$ cat src/rtl/uart_tx_mmio_if.sv
// CPU data-bus view of the memory-mapped UART transmitter.
// dout carries the CPU's read data (its "di" input); "do" is a reserved word.
interface uart_tx_mmio_if;
    logic [15:0] addr;
    logic [7:0]  di;
    logic        we;
    logic [7:0]  dout;
    logic        hit;

    modport master (
        output addr,
        output di,
        output we,
        input  dout,
        input  hit
    );

    modport slave (
        input  addr,
        input  di,
        input  we,
        output dout,
        output hit
    );
endinterface

$ cat src/rtl/uart_tx_mmio.sv
// Memory-mapped 8N1 UART transmitter: a TXDATA/STATUS register pair in front of a
// small byte FIFO that drains into a registered serial tx line.
module uart_tx_mmio #(
    parameter logic [15:0] BASE_ADDR    = 16'hFF00,
    parameter int unsigned CLKS_PER_BIT = 16,
    parameter int unsigned FIFO_DEPTH   = 8
) (
    input  logic                 clk,
    input  logic                 rst,
    uart_tx_mmio_if.slave        bus,
    output logic                 tx
);

    localparam int unsigned BAUD_W = (CLKS_PER_BIT > 1) ? $clog2(CLKS_PER_BIT) : 1;
    localparam int unsigned PTR_W  = $clog2(FIFO_DEPTH);
    localparam int unsigned CNT_W  = PTR_W + 1;

    localparam logic [BAUD_W-1:0] BAUD_LAST   = BAUD_W'(CLKS_PER_BIT - 1);
    localparam logic [CNT_W-1:0]  DEPTH_CNT   = CNT_W'(FIFO_DEPTH);
    localparam logic [15:0]       STATUS_ADDR = BASE_ADDR + 16'd1;

    typedef enum logic [1:0] {
        IDLE  = 2'd0,
        START = 2'd1,
        DATA  = 2'd2,
        STOP  = 2'd3
    } state_t;

    typedef struct packed {
        logic [3:0] count;
        logic       overflow;
        logic       empty;
        logic       full;
        logic       busy;
    } status_t;

    state_t              state_q;
    state_t              state_d;
    logic [BAUD_W-1:0]   baud_q;
    logic [2:0]          bit_q;
    logic [7:0]          shift_q;
    logic                tx_q;
    logic                tx_d;

    logic [7:0]          mem [FIFO_DEPTH];
    logic [PTR_W-1:0]    wr_ptr_q;
    logic [PTR_W-1:0]    rd_ptr_q;
    logic [CNT_W-1:0]    count_q;
    logic                overflow_q;

    logic                sel_data;
    logic                sel_status;
    logic                push_req;
    logic                push;
    logic                pop;
    logic                fifo_empty;
    logic                baud_done;
    logic [4:0]          cnt_ext;
    status_t             status;

    // Address decode and write qualification
    assign sel_data   = (bus.addr == BASE_ADDR);
    assign sel_status = (bus.addr == STATUS_ADDR);
    assign push_req   = bus.we && sel_data;
    assign fifo_empty = (count_q == '0);
    assign baud_done  = (baud_q == BAUD_LAST);

    // A full FIFO still takes a byte when the head leaves on the same edge
    assign push = push_req && ((count_q < DEPTH_CNT) || pop);

    // State register
    always_ff @(posedge clk) begin
        if (!rst) begin
            state_q <= IDLE;
        end else begin
            state_q <= state_d;
        end
    end

    // Next-state logic
    always_comb begin
        state_d = state_q;
        case (state_q)
            IDLE: begin
                if (!fifo_empty) begin
                    state_d = START;
                end
            end
            START: begin
                if (baud_done) begin
                    state_d = DATA;
                end
            end
            DATA: begin
                if (baud_done && (bit_q == 3'd7)) begin
                    state_d = STOP;
                end
            end
            STOP: begin
                if (baud_done) begin
                    state_d = IDLE;
                end
            end
            default: state_d = IDLE;
        endcase
    end

    // Output decode: line level for the next cycle and FIFO pop request
    always_comb begin
        tx_d = 1'b1;
        pop  = 1'b0;
        case (state_q)
            IDLE:    pop  = !fifo_empty;
            START:   tx_d = 1'b0;
            DATA:    tx_d = shift_q[0];
            STOP:    tx_d = 1'b1;
            default: tx_d = 1'b1;
        endcase
    end

    // Serialiser datapath: baud timer, bit index, shift register, tx flop
    always_ff @(posedge clk) begin
        if (!rst) begin
            baud_q  <= '0;
            bit_q   <= '0;
            shift_q <= '0;
            tx_q    <= 1'b1;
        end else begin
            tx_q <= tx_d;
            if ((state_q == IDLE) || baud_done) begin
                baud_q <= '0;
            end else begin
                baud_q <= baud_q + BAUD_W'(1);
            end
            if (pop) begin
                shift_q <= mem[rd_ptr_q];
                bit_q   <= '0;
            end else if ((state_q == DATA) && baud_done) begin
                shift_q <= {1'b0, shift_q[7:1]};
                bit_q   <= bit_q + 3'd1;
            end
        end
    end

    // FIFO pointers, occupancy and sticky overflow flag
    always_ff @(posedge clk) begin
        if (!rst) begin
            wr_ptr_q   <= '0;
            rd_ptr_q   <= '0;
            count_q    <= '0;
            overflow_q <= 1'b0;
        end else begin
            if (push) begin
                wr_ptr_q <= wr_ptr_q + PTR_W'(1);
            end
            if (pop) begin
                rd_ptr_q <= rd_ptr_q + PTR_W'(1);
            end
            case ({push, pop})
                2'b10:   count_q <= count_q + CNT_W'(1);
                2'b01:   count_q <= count_q - CNT_W'(1);
                default: count_q <= count_q;
            endcase
            if (push_req && !push) begin
                overflow_q <= 1'b1;
            end else if (bus.we && sel_status) begin
                overflow_q <= 1'b0;
            end
        end
    end

    // FIFO storage; stale entries are unreachable once the pointers reset
    always_ff @(posedge clk) begin
        if (push) begin
            mem[wr_ptr_q] <= bus.di;
        end
    end

    // STATUS word; the count field saturates at 15
    always_comb begin
        cnt_ext         = 5'(count_q);
        status.count    = cnt_ext[4] ? 4'hF : cnt_ext[3:0];
        status.overflow = overflow_q;
        status.empty    = fifo_empty;
        status.full     = (count_q == DEPTH_CNT);
        status.busy     = (state_q != IDLE);
    end

    assign bus.dout = sel_status ? status : 8'h00;
    assign bus.hit  = sel_data || sel_status;
    assign tx       = tx_q;

endmodule

$ cat src/flat_wrapper.sv
// flat-port wrapper written by rule: the top's interface ports become plain ports
module uart_tx_mmio_flat 
#(
    parameter logic [15:0] BASE_ADDR    = 16'hFF00,
    parameter int unsigned CLKS_PER_BIT = 16,
    parameter int unsigned FIFO_DEPTH   = 8
)
  (clk, rst, tx, bus_addr, bus_di, bus_we, bus_dout, bus_hit);
  uart_tx_mmio_if bus_i ();
  input  logic clk;
  input  logic rst;
  output logic tx;
  input wire logic [$bits(bus_i.addr)-1:0] bus_addr;
  input wire logic [$bits(bus_i.di)-1:0] bus_di;
  input wire logic [$bits(bus_i.we)-1:0] bus_we;
  output wire logic [$bits(bus_i.dout)-1:0] bus_dout;
  output wire logic [$bits(bus_i.hit)-1:0] bus_hit;
  assign bus_i.addr = bus_addr;
  assign bus_i.di = bus_di;
  assign bus_i.we = bus_we;
  assign bus_dout = bus_i.dout;
  assign bus_hit = bus_i.hit;
  uart_tx_mmio #(.BASE_ADDR(BASE_ADDR), .CLKS_PER_BIT(CLKS_PER_BIT), .FIFO_DEPTH(FIFO_DEPTH)) u_core (.clk(clk), .rst(rst), .bus(bus_i), .tx(tx));
endmodule
$ cat config.mk
export PLATFORM = sky130hd
export DESIGN_NAME = uart_tx_mmio_flat
export DESIGN_NICKNAME = d
export VERILOG_FILES = /design/src/rtl/uart_tx_mmio_if.sv /design/src/rtl/uart_tx_mmio.sv /design/src/flat_wrapper.sv
export SDC_FILE = /design/constraint.sdc
export NUM_CORES = 1
export LEC_CHECK = 0
export ABC_AREA = 1
export ABC_CLOCK_PERIOD_IN_PS = 2340
export CAP_MARGIN = 20
export CORE_UTILIZATION = 50
export CTS_BUF_LIST = sky130_fd_sc_hd__clkbuf_8 sky130_fd_sc_hd__clkbuf_16
export DETAILED_ROUTE_END_ITERATION = 10
export PLACE_DENSITY = 0.79
export RECOVER_POWER = 50
export SYNTH_ARGS = -nofsm -noshare
export SYNTH_HDL_FRONTEND = slang
export SYNTH_SLANG_ARGS = --single-unit
export TNS_END_PERCENT = 20
$ cat constraint.sdc
create_clock -name clk -period 2.34 [get_ports clk]
set_input_delay 0.702 -clock clk [delete_from_list [all_inputs] [get_ports clk]]
set_output_delay 0.702 -clock clk [all_outputs]
set_load 0.02 [all_outputs]
# Word-level counts from Yosys, hierarchy flattened
# Memories as Yosys holds them, arrays and structs flattened. A register that Yosys moved wholly into a read port is not among the register bits.
# Index checks and enable logic that the tools add are counted.
word_totals:
  regBits: 29
  ramBits: 64
  in_bits: 27
  output_inout_bits: 10
  word_cells: 69
  n_memories: 1
mem_list:
  columns: ["memory", "words", "width", "rd", "rd_ports_with_merged_regs", "write_ports", "line", "text"]
  rows:
  - ["u_core.mem", 8, 8, 1, 1, 1, "uart_tx_mmio.sv:45", "logic [7:0] mem [FIFO_DEPTH];"]
op_classes:
  addsub: 6
  n_lt_le_gt_ge: 1
  n_eq_ne: 14
  n_mux: 17
  bitwise: 1
  n_reduce_logical: 20
ops:
  columns: ["cell", "n"]
  rows:
  - ["$eq 16x16->1 const B", 2]
  - ["$mux 8", 3]
  - ["$add 3x1->3 const B", 3]
  - ["$add 4x1->4 const B", 2]
  - ["$eq 4x4->1 const B", 2]
  - ["$mux 2", 4]
  - ["$pmux 2 s4", 1]
  - ["$pmux 4 s2", 1]
  - ["$reduce_bool 2->1", 4]
  - ["$eq 2x2->1 const B", 3]
  - ["$logic_and 1x1->1", 6]
  - ["$mux 3", 2]
  - ["$ne 2x1->1 const B", 3]
  - ["$mux 1", 5]
  - ["$eq 2x1->1 const B", 2]
  - ["$logic_not 4->1", 1]
  - ["$lt 4x4->1 const B", 1]
  - ["$reduce_and 4->1", 1]
  - ["$reduce_or 2->1", 2]
  - ["$sub 4x1->4 const B", 1]
  - ["$eq 3x3->1 const B", 1]
  - ["$logic_or 1x1->1", 3]
  - ["$logic_not 1->1", 2]
  - ["$logic_not 2->1", 1]
  - ["other kinds (3)", 3]

# Depth between registers and ports, before layout
logic_depth:
  depth_word: 8
  mapped_depth: 12
  ltp_nobuf: 12

# Worst setup path before layout
# OpenSTA, ideal clock, no wires.
synth_timing:
  path_kind: "input to output"
  startpoint: "input bus_addr[5]"
  endpoint: "output bus_dout[0]"
  t_arrival_ns: 1.829
  required_ns: 1.638
  setup_slack_ns: -0.191
  cell_stages: 5
  n_path_buf: 0
  cell_sequence: "nor2_1 > nand2_1 > nor3_2 > nand2_2 > nor2_1"
synth_between:
  elab_chain_cells: 2
synth_rtl:
  columns: ["item", "line", "text"]
  rows:
  - ["start, declared", "flat_wrapper.sv:13", "input wire logic [$bits(bus_i.addr)-1:0] bus_addr;"]
  - ["$eq 16x16->1", "uart_tx_mmio.sv:63", "assign sel_status = (bus.addr == STATUS_ADDR);"]
  - ["$mux 8", "uart_tx_mmio.sv:189", "assign bus.dout = sel_status ? status : 8'h00;"]
  - ["end, declared", "flat_wrapper.sv:16", "output wire logic [$bits(bus_i.dout)-1:0] bus_dout;"]
# Every way passes these cells.

# Final worst setup path
layout_timing:
  startpoint: "input bus_addr[5]"
  endpoint: "output bus_dout[1]"
# The elaborated chain is that of the path after synthesis.

==> impl_table.tex <==
\begin{tabular}{lr}
\hline
Metric & Value \\
\hline
\multicolumn{2}{l}{\textbf{Logic synthesis}} \\
Count of distinct cell types in the synthesized netlist & 32 \\
Number of enable-type register cells in the synthesized netlist & 64 \\
Avg Inst Size Synth & 9.92 µm² \\
Netlist area before placement & 4320 µm² \\
Synth Instances & 435 \\
Register bit total from synthesis & 96 \\
Syn Nets & 475 \\
Part of the Yosys area used for sequential elements & 59.4\% \\
Flip-flop cell with the highest count after synthesis & sky130\_fd\_sc\_hd\_\_edfxtp\_1 \\
Count of synthesis-stage warnings from yosys & 0 \\
Post-synthesis async set-or-reset flop share & 0\% \\
\multicolumn{2}{l}{\textbf{GRT}} \\
Antenna violations before repair & 0 \\
Overall routing resource usage & 22.4\% \\
Via count of the first global-routing pass & 3330 \\
Grt total ovfl & 0 \\
Wire length of the first global-routing pass & 15200 µm \\
Pin count of the biggest net entering global routing & 33 \\
\multicolumn{2}{l}{\textbf{Critical path}} \\
Data required time at the worst endpoint & 1.64 ns \\
CP Capture Type & primary output \\
Worst reg-to-reg setup slack & 0.16 ns \\
Worst flop-to-flop path startpoint & u\_core.state\_q[0] \\
Crit path to & bus\_dout[1] \\
Slowest cell on the critical path & sky130\_fd\_sc\_hd\_\_nor3\_4 \\
Max Fanout on Critical Path & 8 \\
Max incr delay on CP & 0.22 ns \\
Critical-path cell list & buf\_2 -> nor2\_4 -> nand2\_4 -> nor3\_4 -> nand2\_4 -> nor3\_4 -> buf\_6 \\
Data arrival time of the critical path & 1.68 ns \\
Critical path type & in -> out \\
Worst Setup Start Kind & input port \\
Worst r2r dst & u\_core.count\_q[2] \\
Worst setup path start & bus\_addr[5] \\
Cell count of the worst reg-to-reg path & 12 \\
\multicolumn{2}{l}{\textbf{Power}} \\
Portion of total power attributed to combinational logic & 36.8\% \\
Relative contribution of the clock network to total power & 20.5\% \\
VDD IR max & 0.489 mV \\
Sw Ratio & 38.3\% \\
Final Power & 4.99 mW \\
Int Power & 3.08 mW \\
Power density of the placed cells & 933 nW/µm² \\
Proportion of power drawn by flip-flops and latches & 42.7\% \\
Switching power & 1.91 mW \\
Leak Pwr & 2.11 nW \\
\multicolumn{2}{l}{\textbf{CTS}} \\
Clock tree from TritonCTS & built \\
CTS root buf & sky130\_fd\_sc\_hd\_\_clkbuf\_8 \\
Source-to-sink clock delay at the later pin of the worst-skew pair & 0.37 ns \\
Clock-pin slew reported for the worst setup and hold paths after clock tree synthesis & 0.09 ns \\
Number of H-tree levels & 3 \\
Clock sink count & 96 \\
TritonCTS buffer count & 9 \\
CTS hold repair buffers & 0 \\
Max clock buf depth & 2 \\
\multicolumn{2}{l}{\textbf{Die}} \\
Num rows & 33 \\
Boundary Pins & 37 \\
Core Region & 8300 µm² \\
Starting utilization of the core area & 52.0\% \\
Floorplan die area & 9010 µm² \\
Floorplan die width & 94.9 µm \\
Vertical extent of the die & 94.9 µm \\
\multicolumn{2}{l}{\textbf{Route}} \\
Metal-1 WL & 3750 µm \\
Total detailed-routing wirelength & 9240 µm \\
Detail Route met2 WL & 4540 µm \\
Routed length on met3 & 745 µm \\
Uppermost metal layer occupied by signal nets & met4 \\
Post-DRT Antenna Nets & 0 \\
Number of search-and-repair iterations in the first detailed-routing pass & 4 \\
Wirelength per Cell & 14.8 µm \\
Detail-routed via count per cell & 5.28 \\
DRC marker count from the first detailed-route iteration & 237 \\
Routed vias & 3290 \\
Total DRC errors in the routed layout & 0 \\
\multicolumn{2}{l}{\textbf{Final layout}} \\
Final core area utilization & 64.4\% \\
Share of layout cells above drive strength 1 & 25.7\% \\
Number of filler instances in the final layout & 596 \\
Finished layout cell area & 5350 µm² \\
Net count reported at finish & 553 \\
Diode count & 0 \\
Commonest cells after routing, fill and taps aside & sky130\_fd\_sc\_hd\_\_nor2\_1 (83), sky130\_fd\_sc\_hd\_\_edfxtp\_1 (64), sky130\_fd\_sc\_hd\_\_buf\_4 (46) \\
Most common library cell in the layout ignoring fill and taps & sky130\_fd\_sc\_hd\_\_nor2\_1 \\
Cell Count, Final, Fillers Out & 623 \\
Area Growth Syn to Fin & 23.9\% \\
\multicolumn{2}{l}{\textbf{Timing}} \\
Final critical path time including I/O delays and setup & 2.38 ns \\
Count of final max-slew check failures & 0 \\
Relative max-transition margin & 62.1\% \\
Setup violation total in the final timing report & 5 \\
Maximum operating frequency & 420 MHz \\
Minimum setup slack in the final design & -0.0412 ns \\
Total negative slack for setup checks & -0.0841 ns \\
Worst hold slack across all endpoints & 0.466 ns \\
Crit share post-route & 102\% \\
Unrepaired setup endpoints after global routing & true \\
Slew at the pin closest to its max-slew limit & 0.568 ns \\
Hold violation total from the final report & 0 \\
Worst-case clock skew & 0.0116 ns \\
\multicolumn{2}{l}{\textbf{Place}} \\
Worst setup slack before clock tree synthesis & -1.09 ns \\
Inst Count DP & 590 \\
Cell area after placement & 5000 µm² \\
RePlAce Congestion & 0.786 \\
Port Buf Inserts & 36 \\
Detailed placement HPWL & 6000 µm \\
\multicolumn{2}{l}{\textbf{Status}} \\
Result of the run & finished, violations left \\
Violated checks & setup timing \\
\multicolumn{2}{l}{\textbf{Flow run}} \\
Number of max-cap violations & 0 \\
\multicolumn{2}{l}{\textbf{Worst hold path}} \\
Worst hold path type & reg -> reg \\
\hline
\end{tabular}
==> synth_stat cells, types with 2 or more instances <==
| cell type | number | area share [%] |
|---|---|---|
| sky130_fd_sc_hd__edfxtp_1 | 64 | 45 |
| sky130_fd_sc_hd__nand4_2 | 2 | 0.58 |
| sky130_fd_sc_hd__nand4_1 | 4 | 0.58 |
| sky130_fd_sc_hd__a21oi_1 | 22 | 2.6 |
| sky130_fd_sc_hd__nand3_2 | 2 | 0.46 |
| sky130_fd_sc_hd__nor2_4 | 2 | 0.52 |
| sky130_fd_sc_hd__nor2_2 | 2 | 0.29 |
| sky130_fd_sc_hd__o21ai_0 | 45 | 5.2 |
| sky130_fd_sc_hd__buf_6 | 6 | 1.6 |
| sky130_fd_sc_hd__buf_4 | 2 | 0.35 |
| sky130_fd_sc_hd__nor3_1 | 10 | 1.2 |
| sky130_fd_sc_hd__nor2_1 | 94 | 8.2 |
| sky130_fd_sc_hd__xor2_1 | 4 | 0.81 |
| sky130_fd_sc_hd__o21ai_1 | 9 | 1.0 |
| sky130_fd_sc_hd__nor3_2 | 2 | 0.46 |
| sky130_fd_sc_hd__dfxtp_1 | 32 | 15 |
| sky130_fd_sc_hd__clkbuf_2 | 3 | 0.35 |
| sky130_fd_sc_hd__inv_2 | 5 | 0.43 |
| sky130_fd_sc_hd__clkbuf_1 | 2 | 0.17 |
| sky130_fd_sc_hd__ha_1 | 13 | 3.8 |
| sky130_fd_sc_hd__nand2_1 | 33 | 2.9 |
| sky130_fd_sc_hd__buf_2 | 4 | 0.46 |
| sky130_fd_sc_hd__nand3_1 | 33 | 3.8 |
| sky130_fd_sc_hd__or2_2 | 3 | 0.43 |
| sky130_fd_sc_hd__nand2_2 | 2 | 0.29 |
| sky130_fd_sc_hd__inv_1 | 27 | 2.3 |
| sky130_fd_sc_hd__xnor2_1 | 2 | 0.41 |
| sky130_fd_sc_hd__nand3b_1 | 2 | 0.35 |
==> sequential cells by signal, summed over array words and instances (netlist names), named ones only <==
register and count:
u_core.wr_ptr_q 3, u_core.tx 1, u_core.mem 64, u_core.state_q 2, u_core.bit_q 3, u_core.shift_q 8
u_core.overflow_q 1, u_core.baud_q 4, u_core.count_q 4, u_core.rd_ptr_q 3
==> power groups by stage <==
stage	registers [mW]	logic, mW	clock network [mW]
finish	2.13	1.84	1.02
detailed placement	2.17	1.79	0
global placement	2.15	1.73	0
floorplan	2.09	1.46	0
CTS	2.13	1.82	1.03
global route	2.15	2.07	1.10
==> critical path, delay by kind of cell <==
kind / cells / cell delay [ns]
and+or+nand+nor: 5 / 0.71
buffers and inverters: 2 / 0.26
==> layer usage <==
layer | track usage (%) | vias to the layer above
li1 | - | 1638
met1 | 28.4 | 1504
met2 | 36.3 | 124
met3 | 3.86 | 24
met4 | 12.4 | 0
met5 | 0 | -
==> how the worst min path moves through the flow <==
stage / end / depth (start not counted) / start / slack, ns
global route: u_core.rd_ptr_q[2] / 2 / u_core.rd_ptr_q[2] / 0.50
finish: u_core.baud_q[0] / 1 / u_core.baud_q[0] / 0.47
detailed placement: register / 2 / u_core.rd_ptr_q[2] / 0.46
CTS: register / 2 / u_core.rd_ptr_q[2] / 0.47
floorplan: u_core.baud_q[0] / 1 / u_core.baud_q[0] / 0.42
global placement: u_core.baud_q[0] / 1 / u_core.baud_q[0] / 0.43
==> repair_timing <==
action                                  in CTS  in global routing
resized for setup                          119                 17
endpoints found under the setup margin      61                 13
pin swaps                                   13                  6
setup buffers                               17                  0
==> layout make-up <==
cell class	count	area, µm²	area share, %
repair buffers	84	702	13.1
clock buffers	9	124	2.32
multi-input cells	289	1640	30.6
well taps	105	131	2.46
flip-flops and latches	96	2560	47.9
clock inverters	7	65.1	1.22
inverters	33	126	2.36
==> cell families (layout without fill, tap and decap cells) <==
| family | Yosys count | count (layout) | share of synthesized area (%) |
|---|---|---|---|
| DFF | 96 | 96 | 59.4 |
| adders and majority gates | 13 | 13 | 3.77 |
| xor gates and xnor gates | 6 | 6 | 1.22 |
| buffers and inverters | 50 | 133 | 5.83 |
| and+or+nand+nor | 193 | 193 | 20.9 |
| AOI/OAI and AO/OA | 77 | 77 | 8.96 |
Note: power is estimated with default switching activity, not from simulation.
